<file path="src/rtl/pipe_serializer_pkg.sv">
// Shared types and helpers for the pipe_serializer word-to-chunk narrowing stage.
package pipe_serializer_pkg;

  typedef enum logic [0:0] {
    IDLE = 1'b0,
    SEND = 1'b1
  } ser_state_e;

  localparam int unsigned DEF_WIDTH = 16;
  localparam int unsigned DEF_ELS   = 4;

  // Counter width for an els-chunk word; never narrower than one bit.
  function automatic int unsigned cnt_width(input int unsigned els);
    return (els < 2) ? 1 : $clog2(els);
  endfunction

endpackage

</file>
<file path="src/rtl/pipe_serializer_chunk_counter.sv">
// Modulo-els_p chunk index counter; wraps to zero after the last chunk.
module ser_chunk_counter
  import pipe_serializer_pkg::*;
#(
  parameter int unsigned els_p = DEF_ELS,
  parameter int unsigned cnt_w = cnt_width(els_p)
) (
  input  logic             clk_i,
  input  logic             reset_n_i,
  input  logic             en_i,
  input  logic             clr_i,
  output logic [cnt_w-1:0] cnt_o,
  output logic             last_o
);

  localparam logic [cnt_w-1:0] LAST_IDX = cnt_w'(els_p - 1);

  logic [cnt_w-1:0] cnt_q, cnt_d;

  assign last_o = (cnt_q == LAST_IDX);
  assign cnt_o  = cnt_q;

  // Clear wins over enable so a last-chunk reload always restarts at chunk 0.
  always_comb begin
    cnt_d = cnt_q;
    if (clr_i) begin
      cnt_d = '0;
    end else if (en_i) begin
      cnt_d = last_o ? '0 : cnt_q + 1'b1;
    end
  end

  // NOTE: sequential state uses non-blocking assignments so every flop samples pre-edge values.
  always_ff @(posedge clk_i or negedge reset_n_i) begin
    if (!reset_n_i) cnt_q <= '0;
    else            cnt_q <= cnt_d;
  end

endmodule

</file>
<file path="src/rtl/pipe_serializer.sv">
// Accepts a width_p word on valid/yumi and emits els_p chunks on valid/ready, back-to-back.
module pipe_serializer
  import pipe_serializer_pkg::*;
#(
  parameter int unsigned width_p     = DEF_WIDTH,
  parameter int unsigned els_p       = DEF_ELS,
  parameter bit          msb_first_p = 1'b0
) (
  input  logic                       clk_i,
  input  logic                       reset_n_i,
  input  logic                       valid_i,
  input  logic [width_p-1:0]         data_i,
  output logic                       yumi_o,
  output logic                       valid_o,
  output logic [width_p/els_p-1:0]   data_o,
  output logic                       last_o,
  input  logic                       ready_i
);

  localparam int unsigned chunk_w = width_p / els_p;
  localparam int unsigned cnt_w   = cnt_width(els_p);

  if (((width_p % els_p) != 0) || (els_p < 2)) begin : g_bad_params
    $error("pipe_serializer: width_p must be a multiple of els_p and els_p must be >= 2");
  end

  ser_state_e         state_q, state_d;
  logic [width_p-1:0] shift_q, shift_d;
  logic [cnt_w-1:0]   cnt;
  logic               cnt_last;
  logic               cnt_en, cnt_clr;
  logic               load;
  logic               yumi;

  ser_chunk_counter #(
    .els_p (els_p),
    .cnt_w (cnt_w)
  ) u_cnt (
    .clk_i     (clk_i),
    .reset_n_i (reset_n_i),
    .en_i      (cnt_en),
    .clr_i     (cnt_clr),
    .cnt_o     (cnt),
    .last_o    (cnt_last)
  );

  // NOTE: every always_comb output gets a default first so no path infers a latch.
  always_comb begin
    state_d = state_q;
    load    = 1'b0;
    yumi    = 1'b0;
    cnt_en  = 1'b0;
    cnt_clr = 1'b0;
    unique case (state_q)
      IDLE: begin
        if (valid_i) begin
          yumi    = 1'b1;
          load    = 1'b1;
          cnt_clr = 1'b1;
          state_d = SEND;
        end
      end
      SEND: begin
        if (ready_i) begin
          if (!cnt_last) begin
            cnt_en = 1'b1;
          end else begin
            yumi    = valid_i;
            cnt_clr = 1'b1;
            if (valid_i) load    = 1'b1;
            else         state_d = IDLE;
          end
        end
      end
      default: state_d = IDLE;
    endcase
  end

  assign shift_d = load ? data_i : shift_q;

  // NOTE: the word register is a plain flop bank, so it is reset like any other state.
  always_ff @(posedge clk_i or negedge reset_n_i) begin
    if (!reset_n_i) begin
      state_q <= IDLE;
      shift_q <= '0;
    end else begin
      state_q <= state_d;
      shift_q <= shift_d;
    end
  end

  // The held word is never shifted; the counter selects which slice is presented.
  logic [chunk_w-1:0] chunks [els_p];
  logic [cnt_w-1:0]   sel;

  always_comb begin
    for (int i = 0; i < int'(els_p); i++) begin
      chunks[i] = shift_q[i*chunk_w +: chunk_w];
    end
  end

  assign sel     = msb_first_p ? (cnt_w'(els_p - 1) - cnt) : cnt;
  assign data_o  = chunks[sel];
  assign valid_o = (state_q == SEND);
  assign last_o  = valid_o & cnt_last;
  assign yumi_o  = yumi & reset_n_i;

endmodule
</file>
<file path="config.mk">
export PLATFORM = sky130hd
export DESIGN_NAME = pipe_serializer
export DESIGN_NICKNAME = d
export VERILOG_FILES = /design/src/rtl/pipe_serializer_pkg.sv /design/src/rtl/pipe_serializer_chunk_counter.sv /design/src/rtl/pipe_serializer.sv
export SDC_FILE = /design/constraint.sdc
export NUM_CORES = 1
export LEC_CHECK = 0
export CAP_MARGIN = 25
export CORE_ASPECT_RATIO = 1.75
export CORE_MARGIN = 3
export CORE_UTILIZATION = 30
export CTS_CLUSTER_DIAMETER = 150
export CTS_CLUSTER_SIZE = 25
export DETAILED_ROUTE_END_ITERATION = 10
export GPL_TIMING_DRIVEN = 0
export PLACE_DENSITY = 0.62
export SLEW_MARGIN = 20
export SYNTH_ARGS = -nofsm -noshare
export SYNTH_HDL_FRONTEND = slang
export SYNTH_SLANG_ARGS = --single-unit
</file>
<file path="constraint.sdc">
create_clock -name clk_i -period 3.5 [get_ports clk_i]
set_clock_uncertainty 0.15 [all_clocks]
set_input_delay 0.7 -clock clk_i [delete_from_list [all_inputs] [get_ports clk_i]]
set_output_delay 0.7 -clock clk_i [all_outputs]
set_load 0.01 [all_outputs]
</file>
==> results.py <==
metrics = {
    "yosys": {
        "yosysUniqueCellTypes": 19,
        "syn_inst": 59,
        "ys_seq_elements": 19,
        "synth_fa_ha_area_frac": 0.01333,
        "synthMuxAreaShare": 0.3280,
        "synth_top_family_by_area": "multiplexers",
        "synth_warnings": 0,
        "synth_top_cell_by_area": "dfrtp_1",
        "ys_seq_area_frac": 0.5067,
        "synth_area_leaders": "dfrtp_1, mux2_4, mux4_2",
        "postSynthAreaPerCell_um2": 15.91,
        "syn_nets": 80,
        "synthesis.area_um2": 938.4,
        "synth-xor-area-share": 0,
        "synth_compound_area_frac": 0.04400,
        "synth-simple-area-share": 0.06533,
        "synth_top_area_share": 0.5067,
    },
    "finish": {
        "areaGrowthSynthToFinish_pct": 39.73,
        "nNetsFinal": 112,
        "antenna_cells": 0,
        "drive_gt1_frac": 0.3333,
        "layout_commonest_cell": "clkdlybuf4s50_1",
        "final_cell_area_mm2": 0.001311,
        "fin_util": 0.4429,
        "final_cell_mix": "clkdlybuf4s50_1, dfrtp_1, mux2_4",
        "finalNonFillerCells": 132,
    },
    "setup_path": {
        "cp.required_ns": 2.65,
        "rr_worst_depth": 6,
        "path_common_cell": "clkdlybuf4s50_1",
        "r2r-end": "shift_q[14]$_DFFE_PN0P_",
        "cp-end-kind": "primary output",
        "rr_startpoint": "u_cnt.cnt_o[1]$_DFFE_PN0P_",
        "startpoint_type": "input port",
        "critPathMaxFanout": 17,
        "regToRegSetupSlack_ns": 1.51,
        "crit_type": "in2out",
        "slowest_delay_ns": 0.60,
        "crit_arrival_ns": 2.22,
        "slowest_stage": "clkdlybuf4s50_1",
        "path_cells": "clkdlybuf4s50_1, buf_8, nand2_1, nor2_1, clkdlybuf4s50_1",
    },
    "placement": {
        "postPlaceCellArea_mm2": 0.001251,
        "place_congestion": 0.6403,
        "io_buffers": 26,
        "dp_cells": 127,
        "dpl.hpwl_mm": 1.432,
        "dp_slack_ns": 0.01101,
    },
    "route": {
        "vias": 590,
        "avgRoutedWirePerCell_um": 14.67,
        "wl_met1_um": 804,
        "dr_wl_met3_um": 107,
        "via_per_inst": 4.470,
        "wl_mm": 1.936,
        "routed-wl-met2_um": 982,
        "drt_first_pass_iters": 4,
        "drt_iter0_drc": 9,
        "antenna_left": 0,
        "drcViolationCount": 0,
        "maxUsedRoutingLayer": "met4",
    },
    "grt": {
        "grt_pass1_vias": 668,
        "grt_max_degree": 21,
        "gr-total-overflow": 0,
        "grt_pass1_wl_mm": 3.153,
        "grt_util_all_layers": 0.1165,
        "antenna_found_initial": 0,
    },
    "min_path": {
        "hold_start": "shift_q[5]$_DFFE_PN0P_",
        "whs_path_depth": 1,
        "hold_end": "shift_q[5]$_DFFE_PN0P_",
        "hold_class": "reg2reg",
    },
    "sta": {
        "finalSetupViolations": 0,
        "fin_crit_ns": 3.070,
        "drv_slew": 0,
        "worst_slew_pin_slew_ns": 0.3079,
        "holdWs_ns": 0.3529,
        "rsz0062_at_grt": "no",
        "finalCritPeriodShare": 0.8772,
        "fmax_ghz": 0.3257,
        "slew_headroom": 0.7947,
        "setup_tns_ns": 0,
        "hold_viol": 0,
        "finalWorstSetupSlack_ns": 0.4299,
    },
    "floorplan": {
        "start_util": 0.3170,
        "chipHeight_um": 79.99,
        "core_mm2": 0.002960,
        "ios": 27,
        "row_count": 26,
        "fp.dieW_um": 48.28,
        "dieArea_mm2": 0.003861,
    },
    "pwr": {
        "vdd_ir_drop_max_v": 0.0003884,
        "design_power_total_mw": 1.064,
        "leakagePower_nw": 0.5850,
        "p_per_area_mw_per_mm2": 811.7,
    },
    "clock_network": {
        "holdBufCountCts": 0,
        "cts_sinks": 19,
        "htreeDepth": 1,
        "cts_root_buffer": "clkbuf_8",
        "cts_buffer_depth": 2,
        "worstSkewPairLatency_ns": 0.25,
        "cts_tree": "built",
        "path_clk_slew_ns": 0.07,
        "numCtsBuffers": 3,
        "cts_setup_buffers": 0,
        "ctsResizeCount": 0,
    },
    "run_status": {
        "status": "finished, final reports clean",
    },
    "flow_run": {
        "cap_violations": 0,
    },
}
## cells by family (layout without fill, tap and decap cells)
logic type / Yosys count / count (layout)
adders and majority gates: 1 / 1
buffers and inverters: 4 / 35
muxes: 20 / 20
and+or+nand+nor: 10 / 10
DFF: 19 / 19
AOI/OAI and AO/OA: 5 / 5
## worst max path at each step
stage	slack, ns	depth (start not counted)	to	start
global route	0.34	5	yumi_o	reset_n_i
CTS	0.02	4	yumi_o	reset_n_i
detailed placement	0.01	4	yumi_o	reset_n_i
global placement	0.08	4	yumi_o	reset_n_i
finish	0.43	5	yumi_o	reset_n_i
floorplan	1.59	2	data_o[0]	u_cnt.cnt_o[0]$_DFFE_PN0P_
## per-layer routing
metal,vias up,global-route usage
met5,-,0
met4,0,0.06739
met3,4,0.02483
met2,19,0.1728
met1,292,0.1481
li1,275,-
## final cells by class
| class | count | area (um^2) |
|---|---|---|
| timing repair buffer | 27 | 275.3 |
| multi-input combinational | 36 | 422.9 |
| clock buffer | 4 | 45.04 |
| fill | 276 | 1649 |
| tap | 42 | 52.55 |
| buffer | 3 | 36.28 |
| inverter | 1 | 3.754 |
| sequential | 19 | 475.5 |
## flip-flops by register name, summed over array words and instances, names as in the netlist
signal       cells
shift_q         16
u_cnt.cnt_o      2
valid_o          1
## cells in the mapped netlist
| cell type | instances |
|---|---|
| ha_1 | 1 |
| mux2_2 | 6 |
| buf_6 | 1 |
| inv_1 | 1 |
| and2_1 | 1 |
| a21boi_4 | 1 |
| buf_2 | 1 |
| a21oi_1 | 2 |
| or2_2 | 1 |
| nand2_1 | 2 |
| mux2_4 | 10 |
| nor2_1 | 2 |
| a31oi_1 | 2 |
| nand2b_1 | 2 |
| nand3b_1 | 1 |
| dfrtp_1 | 19 |
| mux4_2 | 4 |
| buf_12 | 1 |
| nand2b_4 | 1 |
## power breakdown
part | total (mW) | internal [mW] | switching [mW] | leakage (nW)
Clock | 0.149 | 0.0808 | 0.0682 | 0.0228
Combinational | 0.515 | 0.349 | 0.165 | 0.337
Sequential | 0.401 | 0.328 | 0.0728 | 0.225
Total | 1.06 | 0.758 | 0.306 | 0.585
## worst max-delay path: cells and delay by family
family / cells / cell delay, ns
simple gates: 2 / 0.16
buf+inv: 3 / 1.35
Power figures use the tool's default switching activity.
